--- src/rtl/adder_pkg.sv ---
// ---------------------------------------------------------------------------
// adder_pkg
//   Shared definitions for the serial adder family:
//   - FSM state encoding (ST_IDLE / ST_RUN / ST_DONE)
//   - add/sub mode constants
//   - helper that sizes the digit counter (ceil(log2(n)), never below 1)
// ---------------------------------------------------------------------------
package adder_pkg;

  typedef enum logic [1:0] {
    ST_IDLE = 2'd0,
    ST_RUN  = 2'd1,
    ST_DONE = 2'd2
  } state_e;

  localparam logic MODE_ADD = 1'b0;
  localparam logic MODE_SUB = 1'b1;

  // Width needed to count 0..n-1. A single-digit operation still gets a
  // one-bit counter so the RTL never declares a zero-width vector.
  function automatic int cnt_width(input int n);
    int w;
    w = 1;
    while ((1 << w) < n) w = w + 1;
    return w;
  endfunction

endpackage

--- src/rtl/digit_adder.sv ---
// ---------------------------------------------------------------------------
// full_adder
//   One-bit full adder cell.
//   Ports: a_i, b_i, c_i (in); s_o, c_o (out).
//
// digit_adder
//   DIGIT-wide ripple of full_adder cells. Purely combinational.
//   Ports:
//     a_d, b_d  in  DIGIT  operand digits
//     c_in      in  1      carry into bit 0
//     s_d       out DIGIT  sum digit
//     c_out     out 1      carry out of bit DIGIT-1
//     c_msb_in  out 1      carry into bit DIGIT-1 (overflow detection)
// ---------------------------------------------------------------------------
module full_adder (
  input  logic a_i,
  input  logic b_i,
  input  logic c_i,
  output logic s_o,
  output logic c_o
);
  assign s_o = a_i ^ b_i ^ c_i;
  assign c_o = (a_i & b_i) | (c_i & (a_i ^ b_i));
endmodule

module digit_adder #(
  parameter int DIGIT = 2
) (
  input  logic [DIGIT-1:0] a_d,
  input  logic [DIGIT-1:0] b_d,
  input  logic             c_in,
  output logic [DIGIT-1:0] s_d,
  output logic             c_out,
  output logic             c_msb_in
);
  // carry[i] is the carry into bit i; carry[DIGIT] leaves the digit.
  logic [DIGIT:0] carry;

  assign carry[0] = c_in;

  for (genvar i = 0; i < DIGIT; i++) begin : g_bit
    full_adder u_fa (
      .a_i (a_d[i]),
      .b_i (b_d[i]),
      .c_i (carry[i]),
      .s_o (s_d[i]),
      .c_o (carry[i+1])
    );
  end

  assign c_out    = carry[DIGIT];
  assign c_msb_in = carry[DIGIT-1];
endmodule

--- src/rtl/serial_adder_nbit.sv ---
// ---------------------------------------------------------------------------
// serial_adder_nbit
//   Multi-cycle adder/subtractor. Processes DIGIT bits per clock, LSB first,
//   over N = WIDTH/DIGIT RUN cycles, then pulses done for one cycle.
//   Subtraction is a + ~b + ~cin, so in sub mode cout is the inverted borrow.
//   Ports:
//     clk    in  1      clock, rising edge
//     rst    in  1      synchronous active-high reset
//     start  in  1      request, accepted in IDLE or DONE only
//     mode   in  1      0 = a+b+cin, 1 = a-b-cin
//     a, b   in  WIDTH  operands, sampled on the accepting edge
//     cin    in  1      carry-in / borrow-in, sampled on the accepting edge
//     busy   out 1      high while in RUN
//     done   out 1      one-cycle pulse, result valid
//     s      out WIDTH  result, held until the next done
//     cout   out 1      raw carry out of the MSB
//     ovf    out 1      two's-complement overflow
// ---------------------------------------------------------------------------
module serial_adder_nbit
  import adder_pkg::*;
#(
  parameter int WIDTH = 8,
  parameter int DIGIT = 2
) (
  input  logic             clk,
  input  logic             rst,
  input  logic             start,
  input  logic             mode,
  input  logic [WIDTH-1:0] a,
  input  logic [WIDTH-1:0] b,
  input  logic             cin,
  output logic             busy,
  output logic             done,
  output logic [WIDTH-1:0] s,
  output logic             cout,
  output logic             ovf
);

  localparam int                 N     = WIDTH / DIGIT;
  localparam int                 CNT_W = cnt_width(N);
  localparam logic [CNT_W-1:0]   LAST  = CNT_W'(N - 1);

  state_e             state_q;
  logic [WIDTH-1:0]   a_q, b_q, sum_q;
  logic [WIDTH-1:0]   a_d, b_d, sum_d;
  logic               carry_q;
  logic [CNT_W-1:0]   cnt_q;
  logic               busy_q, done_q, cout_q, ovf_q;
  logic [WIDTH-1:0]   s_q;

  logic [DIGIT-1:0]   dig_s;
  logic               dig_cout, dig_cmsb;

  digit_adder #(.DIGIT(DIGIT)) u_digit (
    .a_d      (a_q[DIGIT-1:0]),
    .b_d      (b_q[DIGIT-1:0]),
    .c_in     (carry_q),
    .s_d      (dig_s),
    .c_out    (dig_cout),
    .c_msb_in (dig_cmsb)
  );

  // Operand registers drain LSB-first; the sum digit enters at the MSB end
  // so after N shifts the whole result is aligned. The concatenation form
  // keeps the shift legal when DIGIT == WIDTH.
  logic [WIDTH+DIGIT-1:0] sum_cat;
  assign sum_cat = {dig_s, sum_q};
  assign sum_d   = sum_cat[WIDTH+DIGIT-1:DIGIT];
  assign a_d     = a_q >> DIGIT;
  assign b_d     = b_q >> DIGIT;

  // NOTE: every register here is assigned with <= so all of them sample the
  // pre-edge values; a blocking = would let later lines see updated state.
  always_ff @(posedge clk) begin
    if (rst) begin
      state_q <= ST_IDLE;
      a_q     <= '0;
      b_q     <= '0;
      sum_q   <= '0;
      carry_q <= 1'b0;
      cnt_q   <= '0;
      busy_q  <= 1'b0;
      done_q  <= 1'b0;
      s_q     <= '0;
      cout_q  <= 1'b0;
      ovf_q   <= 1'b0;
    end else begin
      done_q <= 1'b0;
      unique case (state_q)
        ST_IDLE, ST_DONE: begin
          if (start) begin
            state_q <= ST_RUN;
            busy_q  <= 1'b1;
            a_q     <= a;
            b_q     <= (mode == MODE_SUB) ? ~b : b;
            carry_q <= (mode == MODE_SUB) ? ~cin : cin;
            sum_q   <= '0;
            cnt_q   <= '0;
          end else begin
            state_q <= ST_IDLE;
            busy_q  <= 1'b0;
          end
        end
        ST_RUN: begin
          a_q     <= a_d;
          b_q     <= b_d;
          sum_q   <= sum_d;
          carry_q <= dig_cout;
          cnt_q   <= cnt_q + 1'b1;
          if (cnt_q == LAST) begin
            state_q <= ST_DONE;
            busy_q  <= 1'b0;
            done_q  <= 1'b1;
            s_q     <= sum_d;
            cout_q  <= dig_cout;
            ovf_q   <= dig_cmsb ^ dig_cout;
          end
        end
        default: begin
          state_q <= ST_IDLE;
          busy_q  <= 1'b0;
        end
      endcase
    end
  end

  assign busy = busy_q;
  assign done = done_q;
  assign s    = s_q;
  assign cout = cout_q;
  assign ovf  = ovf_q;

endmodule

--- config.mk ---
export PLATFORM = sky130hd
export DESIGN_NAME = serial_adder_nbit
export DESIGN_NICKNAME = d
export VERILOG_FILES = /design/src/rtl/adder_pkg.sv /design/src/rtl/digit_adder.sv /design/src/rtl/serial_adder_nbit.sv
export SDC_FILE = /design/constraint.sdc
export NUM_CORES = 1
export LEC_CHECK = 0
export BUFFER_PORTS_ARGS = -buffer_cell sky130_fd_sc_hd__buf_2
export CORE_ASPECT_RATIO = 1.1
export CORE_MARGIN = 3
export CORE_UTILIZATION = 48
export DETAILED_ROUTE_END_ITERATION = 12
export PLACE_DENSITY = 0.74
export SETUP_SLACK_MARGIN = 0.1
export SLEW_MARGIN = 20
export SYNTH_ARGS = -nofsm -noshare
export SYNTH_HDL_FRONTEND = slang
export SYNTH_SLANG_ARGS = --single-unit
--- constraint.sdc ---
create_clock -name clk -period 1.54 [get_ports clk]
set_input_delay 0.308 -clock clk [delete_from_list [all_inputs] [get_ports clk]]
set_output_delay 0.308 -clock clk [all_outputs]
set_load 0.02 [all_outputs]
==> impl_metrics.env, run 1 <==
export IMPL_critPathMaxStageDelay_ps=390
export IMPL_dr_total_vias=1377
export IMPL_cpMostUsedCell="fa_2"
export IMPL_r2r_cells=5
export IMPL_setup_tns_ps=-129
export IMPL_viasPerCell=5.22
export IMPL_postRouteAntennaNets=0
export IMPL_postSynth_asyncResetShare_pct=0
export IMPL_setup_ws_ps=-71.5
export IMPL_fillers=284
export IMPL_power_density_mw_per_mm2=935
export IMPL_start_util_pct=52.3
export IMPL_p_int_mw=1.33
export IMPL_area_delta_synth_final_pct=16.0
export IMPL_clkSinkCount=39
export IMPL_place_hpwl_um=2240
export IMPL_dpl_cell_area_mm2=0.00185
export IMPL_drive_gt1_share_pct=27.5
export IMPL_place_ws_ps=-60.0
export IMPL_r2r_slack_ps=-70
export IMPL_die_height_um=67.7
export IMPL_drc_errors=0
export IMPL_firstDrtPassIters=5
export IMPL_cp_num_cells=5
export IMPL_worstPathMaxFanout=3
export IMPL_rows=21
export IMPL_peakVddDrop_v=0.000468
export IMPL_grt_pass1_wl_um=5620
export IMPL_hold_buffers=0
export IMPL_synth_top_area_share_pct=47.0
export IMPL_io_buffers=32
export IMPL_drtIter0Drc=113
export IMPL_regArea_um2=783
export IMPL_cp_startpoint="b_q[0]"
export IMPL_fin_util_pct=60.6
export IMPL_first_global_vias=1331
export IMPL_grt_max_degree=40
export IMPL_synth_adder_area_share_pct=3.16
export IMPL_synth_top_family_by_area="compound AO/OA/AOI/OAI gates"
export IMPL_critical_path_cell_chain="inv_2 -> fa_2 -> fa_2 -> xnor2_2 -> a211oi_2"
export IMPL_cpMaxStageDelayCell="fa_2"
export IMPL_crit_end="ovf"
export IMPL_routedWlPerCell_um=13.0
export IMPL_h_tree_depth=2
export IMPL_slew_limit_headroom_pct=76.7
export IMPL_yosysWarningCount=0
export IMPL_hp_class="input pin to flip-flop"
export IMPL_synth_top_area_cell="dfxtp_1"
export IMPL_switchingPower_uw=470
export IMPL_setup_viol=3
export IMPL_critPathLaunchType="flip-flop"
export IMPL_timing_fmax_mhz=621
export IMPL_cts_root_buffer="clkbuf_4"
export IMPL_period_share_pct=105
export IMPL_avgSynthCellArea_um2=8.89
export IMPL_gp_congestion=0.798
export IMPL_ys_types=24
export IMPL_r2r_end="ovf"
export IMPL_violations="negative setup slack"
export IMPL_finalCriticalPeriod_ps=1610
export IMPL_synth_area_mm2=0.00166
export IMPL_critPathKind="flip-flop to flip-flop"
export IMPL_die_w_um=62.1
export IMPL_p_seq_share_pct=59.8
export IMPL_yosysSeqAreaShare_pct=47.0
export IMPL_finish_instance_area_mm2=0.00193
export IMPL_cts_tree="done"
export IMPL_synth_ff_latch_count=39
export IMPL_endpoint_kind="flip-flop"
export IMPL_synthCells=187
export IMPL_p_comb_share_pct=15.0
export IMPL_cts_buffer_depth=2
export IMPL_cp_arrival_ps=1870
export IMPL_synth_xor_area_share_pct=5.27
export IMPL_synth_area_leaders="dfxtp_1 (47%), a21oi_1 (9.6%), nand3_1 (7.5%)"
export IMPL_dieArea_mm2=0.00421
export IMPL_muxShareOfSynthArea_pct=0
export IMPL_worst_pin_slew_ps=349
export IMPL_grt_overflow_total=0
export IMPL_synth_compound_area_share_pct=18.7
export IMPL_postRouteWirelength_um=3430
export IMPL_clk_insertion_delay_late_ps=330
export IMPL_diodes=0
export IMPL_skew_ps=5.32
export IMPL_io_pins=33
export IMPL_grt_total_usage_pct=17.1
export IMPL_finalPower_mw=1.80
export IMPL_antenna_found_initial=0
export IMPL_core_mm2=0.00318
export IMPL_clk_pin_slew_worst_paths_ps=100
export IMPL_final_cell_mix="dfxtp_1 (37), buf_2 (32), a21oi_1 (31)"
export IMPL_multi_input_area_um2=779
export IMPL_critical_path_top_delay_family="adder cells"
export IMPL_synth_nets=211
export IMPL_reg2reg_from="b_q[0]"
export IMPL_synthSimpleGateAreaFrac_pct=18.0
export IMPL_fin_nets=243
export IMPL_maxCapViolCount=0
export IMPL_layout_commonest_cell="dfxtp_1"
export IMPL_status="finished with violations"
export IMPL_p_leak_nw=0.756
export IMPL_numCtsBuffers=5
export IMPL_path_buf_inv=1
export IMPL_ys_flop_type="dfxtp_1"
export IMPL_drv_slew=0
export IMPL_switching_share_pct=26.1
export IMPL_cp_required_ps=1790
export IMPL_worstHoldStart="a[6]"
export IMPL_hold_viol=0
export IMPL_rsz0062_at_grt="yes"
export IMPL_clkPwrFrac_pct=25.2
export IMPL_synth_edf_count=0
-- routing by layer --
layer | global-route usage, % | vias to the layer above | part of all wire, %
li1 | - | 699 | -
met1 | 18.1 | 643 | 43
met2 | 32.5 | 28 | 52
met3 | 5.66 | 7 | 4.6
met4 | 5.52 | 0 | 1.0
met5 | 0 | - | 0
-- sequential cells by signal, indices dropped and copies added, names as in the netlist --
register	flops
cnt_q	2
s	8
sum_q	6
carry_q	1
done	1
ovf	1
busy	1
cout	1
state_q	2
b_q	8
a_q	8
-- worst register-to-register path: stages (launching register included) --
cell and delay, ps:
dfxtp_2 350, inv_2 40, fa_2 390, fa_2 390, xnor2_2 160, a211oi_2 220
-- power by group through the flow --
stage / Clock (mW) / Sequential, mW / Combinational [mW]
final: 0.454 / 1.08 / 0.270
after global placement: 0 / 1.10 / 0.246
after floorplan: 0 / 1.10 / 0.192
after CTS: 0.465 / 1.08 / 0.259
after global routing: 0.512 / 1.08 / 0.303
after detailed placement: 0 / 1.10 / 0.255
-- Yosys cell counts (5+ instances only) --
library cell,number
a22oi_1,12
dfxtp_1,39
buf_4,5
nor2_1,7
nand3_1,25
nand2b_1,5
inv_1,5
nand2_1,21
buf_2,6
xor2_1,9
a21oi_1,32
-- final cells by class --
cell class / count / area share, %
sequential: 39 / 40.6
multi-input combinational: 126 / 40.4
timing repair buffer: 42 / 12.8
tap: 46 / 2.99
clock buffer: 6 / 2.14
inverter: 5 / 0.973
-- how the worst min path moves through the flow --
stage	end	slack [ps]	depth (start not counted)
2_1_floorplan	s[0]	430	2
4_1_cts	a_q[6]	200	3
3_3_place_gp	s[2]	440	2
6_report	a_q[6]	210	3
3_5_place_dp	s[5]	450	2
5_1_grt	a_q[7]	200	3
-- timing repair --
item / CTS / global route
setup endpoints to repair: 5 / 5
pin swaps: 2 / 4
buffers inserted: 1 / 1
gates resized for setup: 0 / 6
-- cell families after synthesis --
| family | Yosys count |
|---|---|
| adder cells (fa/ha/maj) | 3 |
| AO/OA/AOI/OAI | 50 |
| AND/OR/NAND/NOR | 63 |
| flip-flops | 39 |
| XOR/XNOR | 10 |
| buffers and inverters | 22 |
-- stage by stage --
| step | cells | hold slack, ps |
|---|---|---|
| final | 264 | 206 |
| after global routing | 264 | 199 |
| after CTS | 263 | 199 |
| after detailed placement | 256 | 450 |
| after global placement | 256 | 439 |
| after floorplan | 187 | 432 |
Power figures use the tool's default switching activity.
==> inputs of run 2 (changes only) <==
--- a/config.mk
+++ b/config.mk
@@ -12,2 +12,3 @@
 export DETAILED_ROUTE_END_ITERATION = 12
+export GPL_ROUTABILITY_DRIVEN = 0
 export PLACE_DENSITY = 0.74
==> constraint.sdc (replaced) <==
create_clock -name clk -period 1.54 [get_ports clk]
set_input_delay 0.231 -clock clk [delete_from_list [all_inputs] [get_ports clk]]
set_output_delay 0.231 -clock clk [all_outputs]
set_load 0.02 [all_outputs]
==> run 2 against run 1 <==
Against the previous run: the flow still finishes with violations (negative setup slack); cell count stayed put; clock skew hardly changed; register-to-register slack better by 20 ps; hold slack worse by 89 ps; wire length is 5.8% lower; power is 3.5% higher; setup slack better by 22 ps; sequential power hardly changed; core utilization is 0.16 points lower; sequential share of layout area is 0.11 points higher; first-iteration DRC count is 39% lower.
==> impl_metrics.env, run 2 (synthesis gave the netlist of run 1 again) <==
export IMPL_postRouteAntennaNets=0
export IMPL_cp_num_cells=5
export IMPL_critPathMaxStageDelay_ps=550
export IMPL_slew_limit_headroom_pct=77.4
export IMPL_final_instance_count_excl_fill=264
export IMPL_met1_length_um=1380
export IMPL_maxCapViolCount=0
export IMPL_finalPower_mw=1.87
export IMPL_drv_slew=0
export IMPL_die_height_um=67.7
export IMPL_rsz0062_at_grt="yes"
export IMPL_h_tree_depth=2
export IMPL_timing_fmax_mhz=629
export IMPL_route_met3_wl_um=140
export IMPL_cts_buffer_depth=2
export IMPL_drc_errors=0
export IMPL_critPathLaunchType="flip-flop"
export IMPL_routed_top_layer="met4"
export IMPL_final_cell_mix="dfxtp_1 (37), buf_2 (32), a21oi_1 (31)"
export IMPL_dieArea_mm2=0.00421
export IMPL_start_util_pct=52.3
export IMPL_peakVddDrop_v=0.000675
export IMPL_setup_viol=2
export IMPL_hold_buffers=0
export IMPL_worst_pin_slew_ps=338
export IMPL_cpMostUsedCell="fa_2"
export IMPL_drtIter0Drc=69
export IMPL_setup_ws_ps=-49.4
export IMPL_critical_path_cell_chain="inv_2 -> fa_2 -> fa_2 -> nand2b_4 -> a21oi_2"
export IMPL_status="finished with violations"
export IMPL_switchingPower_uw=485
export IMPL_layout_commonest_cell="dfxtp_1"
export IMPL_cts_tree="done"
export IMPL_worstPathMaxFanout=2
export IMPL_violations="negative setup slack"
export IMPL_clk_pin_slew_worst_paths_ps=110
export IMPL_min_delay_path_depth=3
export IMPL_path_buf_inv=1
export IMPL_hp_class="input pin to flip-flop"
export IMPL_clkSinkCount=39
export IMPL_power_density_mw_per_mm2=970
export IMPL_switching_share_pct=26.0
export IMPL_rows=21
export IMPL_p_seq_share_pct=57.8
export IMPL_first_global_vias=1294
export IMPL_p_leak_nw=0.753
export IMPL_core_mm2=0.00318
export IMPL_postRouteWirelength_um=3230
export IMPL_io_pins=33
export IMPL_post_place_cells=257
export IMPL_skew_ps=5.51
export IMPL_dpl_cell_area_mm2=0.00185
export IMPL_finish_instance_area_mm2=0.00192
export IMPL_drive_gt1_share_pct=26.6
export IMPL_r2r_cells=5
export IMPL_cts_root_buffer="clkbuf_4"
export IMPL_place_hpwl_um=2280
export IMPL_die_w_um=62.1
export IMPL_grt_pass1_wl_um=5600
export IMPL_diodes=0
export IMPL_clkPwrFrac_pct=28.1
export IMPL_cpMaxStageDelayCell="fa_2"
export IMPL_endpoint_kind="flip-flop"
export IMPL_firstDrtPassIters=4
export IMPL_viasPerCell=5.25
export IMPL_area_delta_synth_final_pct=15.7
export IMPL_numCtsBuffers=5
export IMPL_period_share_pct=103
export IMPL_routedWlPerCell_um=12.2
export IMPL_fin_nets=242
export IMPL_hold_viol=0
export IMPL_cp_arrival_ps=1830
export IMPL_p_comb_share_pct=14.2
export IMPL_cp_required_ps=1780
export IMPL_dr_total_vias=1385
export IMPL_grt_max_degree=28
export IMPL_met2_length_um=1680
export IMPL_antenna_found_initial=0
export IMPL_grt_total_usage_pct=16.9
export IMPL_io_buffers=32
export IMPL_p_int_mw=1.38
export IMPL_critical_path_top_delay_family="adder cells"
export IMPL_clk_insertion_delay_late_ps=340
export IMPL_grt_overflow_total=0
export IMPL_finalCriticalPeriod_ps=1590
export IMPL_critPathKind="flip-flop to flip-flop"
[run 2: routing by layer]
| metal | GRT usage (%) | up-vias |
|---|---|---|
| met3 | 4.99 | 4 |
| met4 | 5.80 | 0 |
| met1 | 17.9 | 646 |
| met5 | 0 | - |
| met2 | 32.4 | 31 |
| li1 | - | 704 |
[run 2: path summary, 6_finish.rpt]
path | end | slack, ps | from
worst max-delay path | sum_q[7] | -50 | carry_q
worst min-delay path | a_q[6] | 120 | a[6]
worst max register to register | sum_q[7] | -50 | carry_q
worst min register to register | s[5] | 460 | s[5]
[run 2: worst register-to-register path, cell delays in order (launching register included)]
cell and delay, ps:
dfxtp_2 350, inv_2 40, fa_2 390, fa_2 550
nand2b_4 120, a21oi_2 50
[run 2: metrics by stage]
stage / setup TNS, ps / setup WS, ps / hold slack (ps) / utilization, %
2_1_floorplan: -1.40 / -1.40 / 367 / -
3_3_place_gp: -6.00 / -6.00 / 440 / 58.3
3_5_place_dp: -53.0 / -31.6 / 444 / 58.3
4_1_cts: -103 / -61.7 / 106 / 60.1
5_1_grt: -258 / -117 / 113 / 60.5
6_report: -72.8 / -49.4 / 117 / 60.5
[run 2: cell type report]
cell class,count,area [um^2]
inverter,5,18.8
clock buffer,6,51.3
fill,292,1260
tap,46,57.6
multi-input combinational,126,767
timing repair buffer,41,240
clock inverter,1,5.00
sequential,39,783
[run 2: power groups by stage]
stage / Sequential, mW / Combinational [mW] / Clock (mW)
after floorplan: 1.10 / 0.192 / 0
after CTS: 1.08 / 0.260 / 0.540
after detailed placement: 1.10 / 0.259 / 0
final: 1.08 / 0.264 / 0.523
after global placement: 1.10 / 0.249 / 0
after global routing: 1.08 / 0.297 / 0.581
[run 2: repair_timing]
action | CTS | global route
setup endpoints to repair | 5 | 5
buffers inserted | 0 | 0
cloned | 0 | 0
resized for setup | 0 | 3
pin swaps | 0 | 1
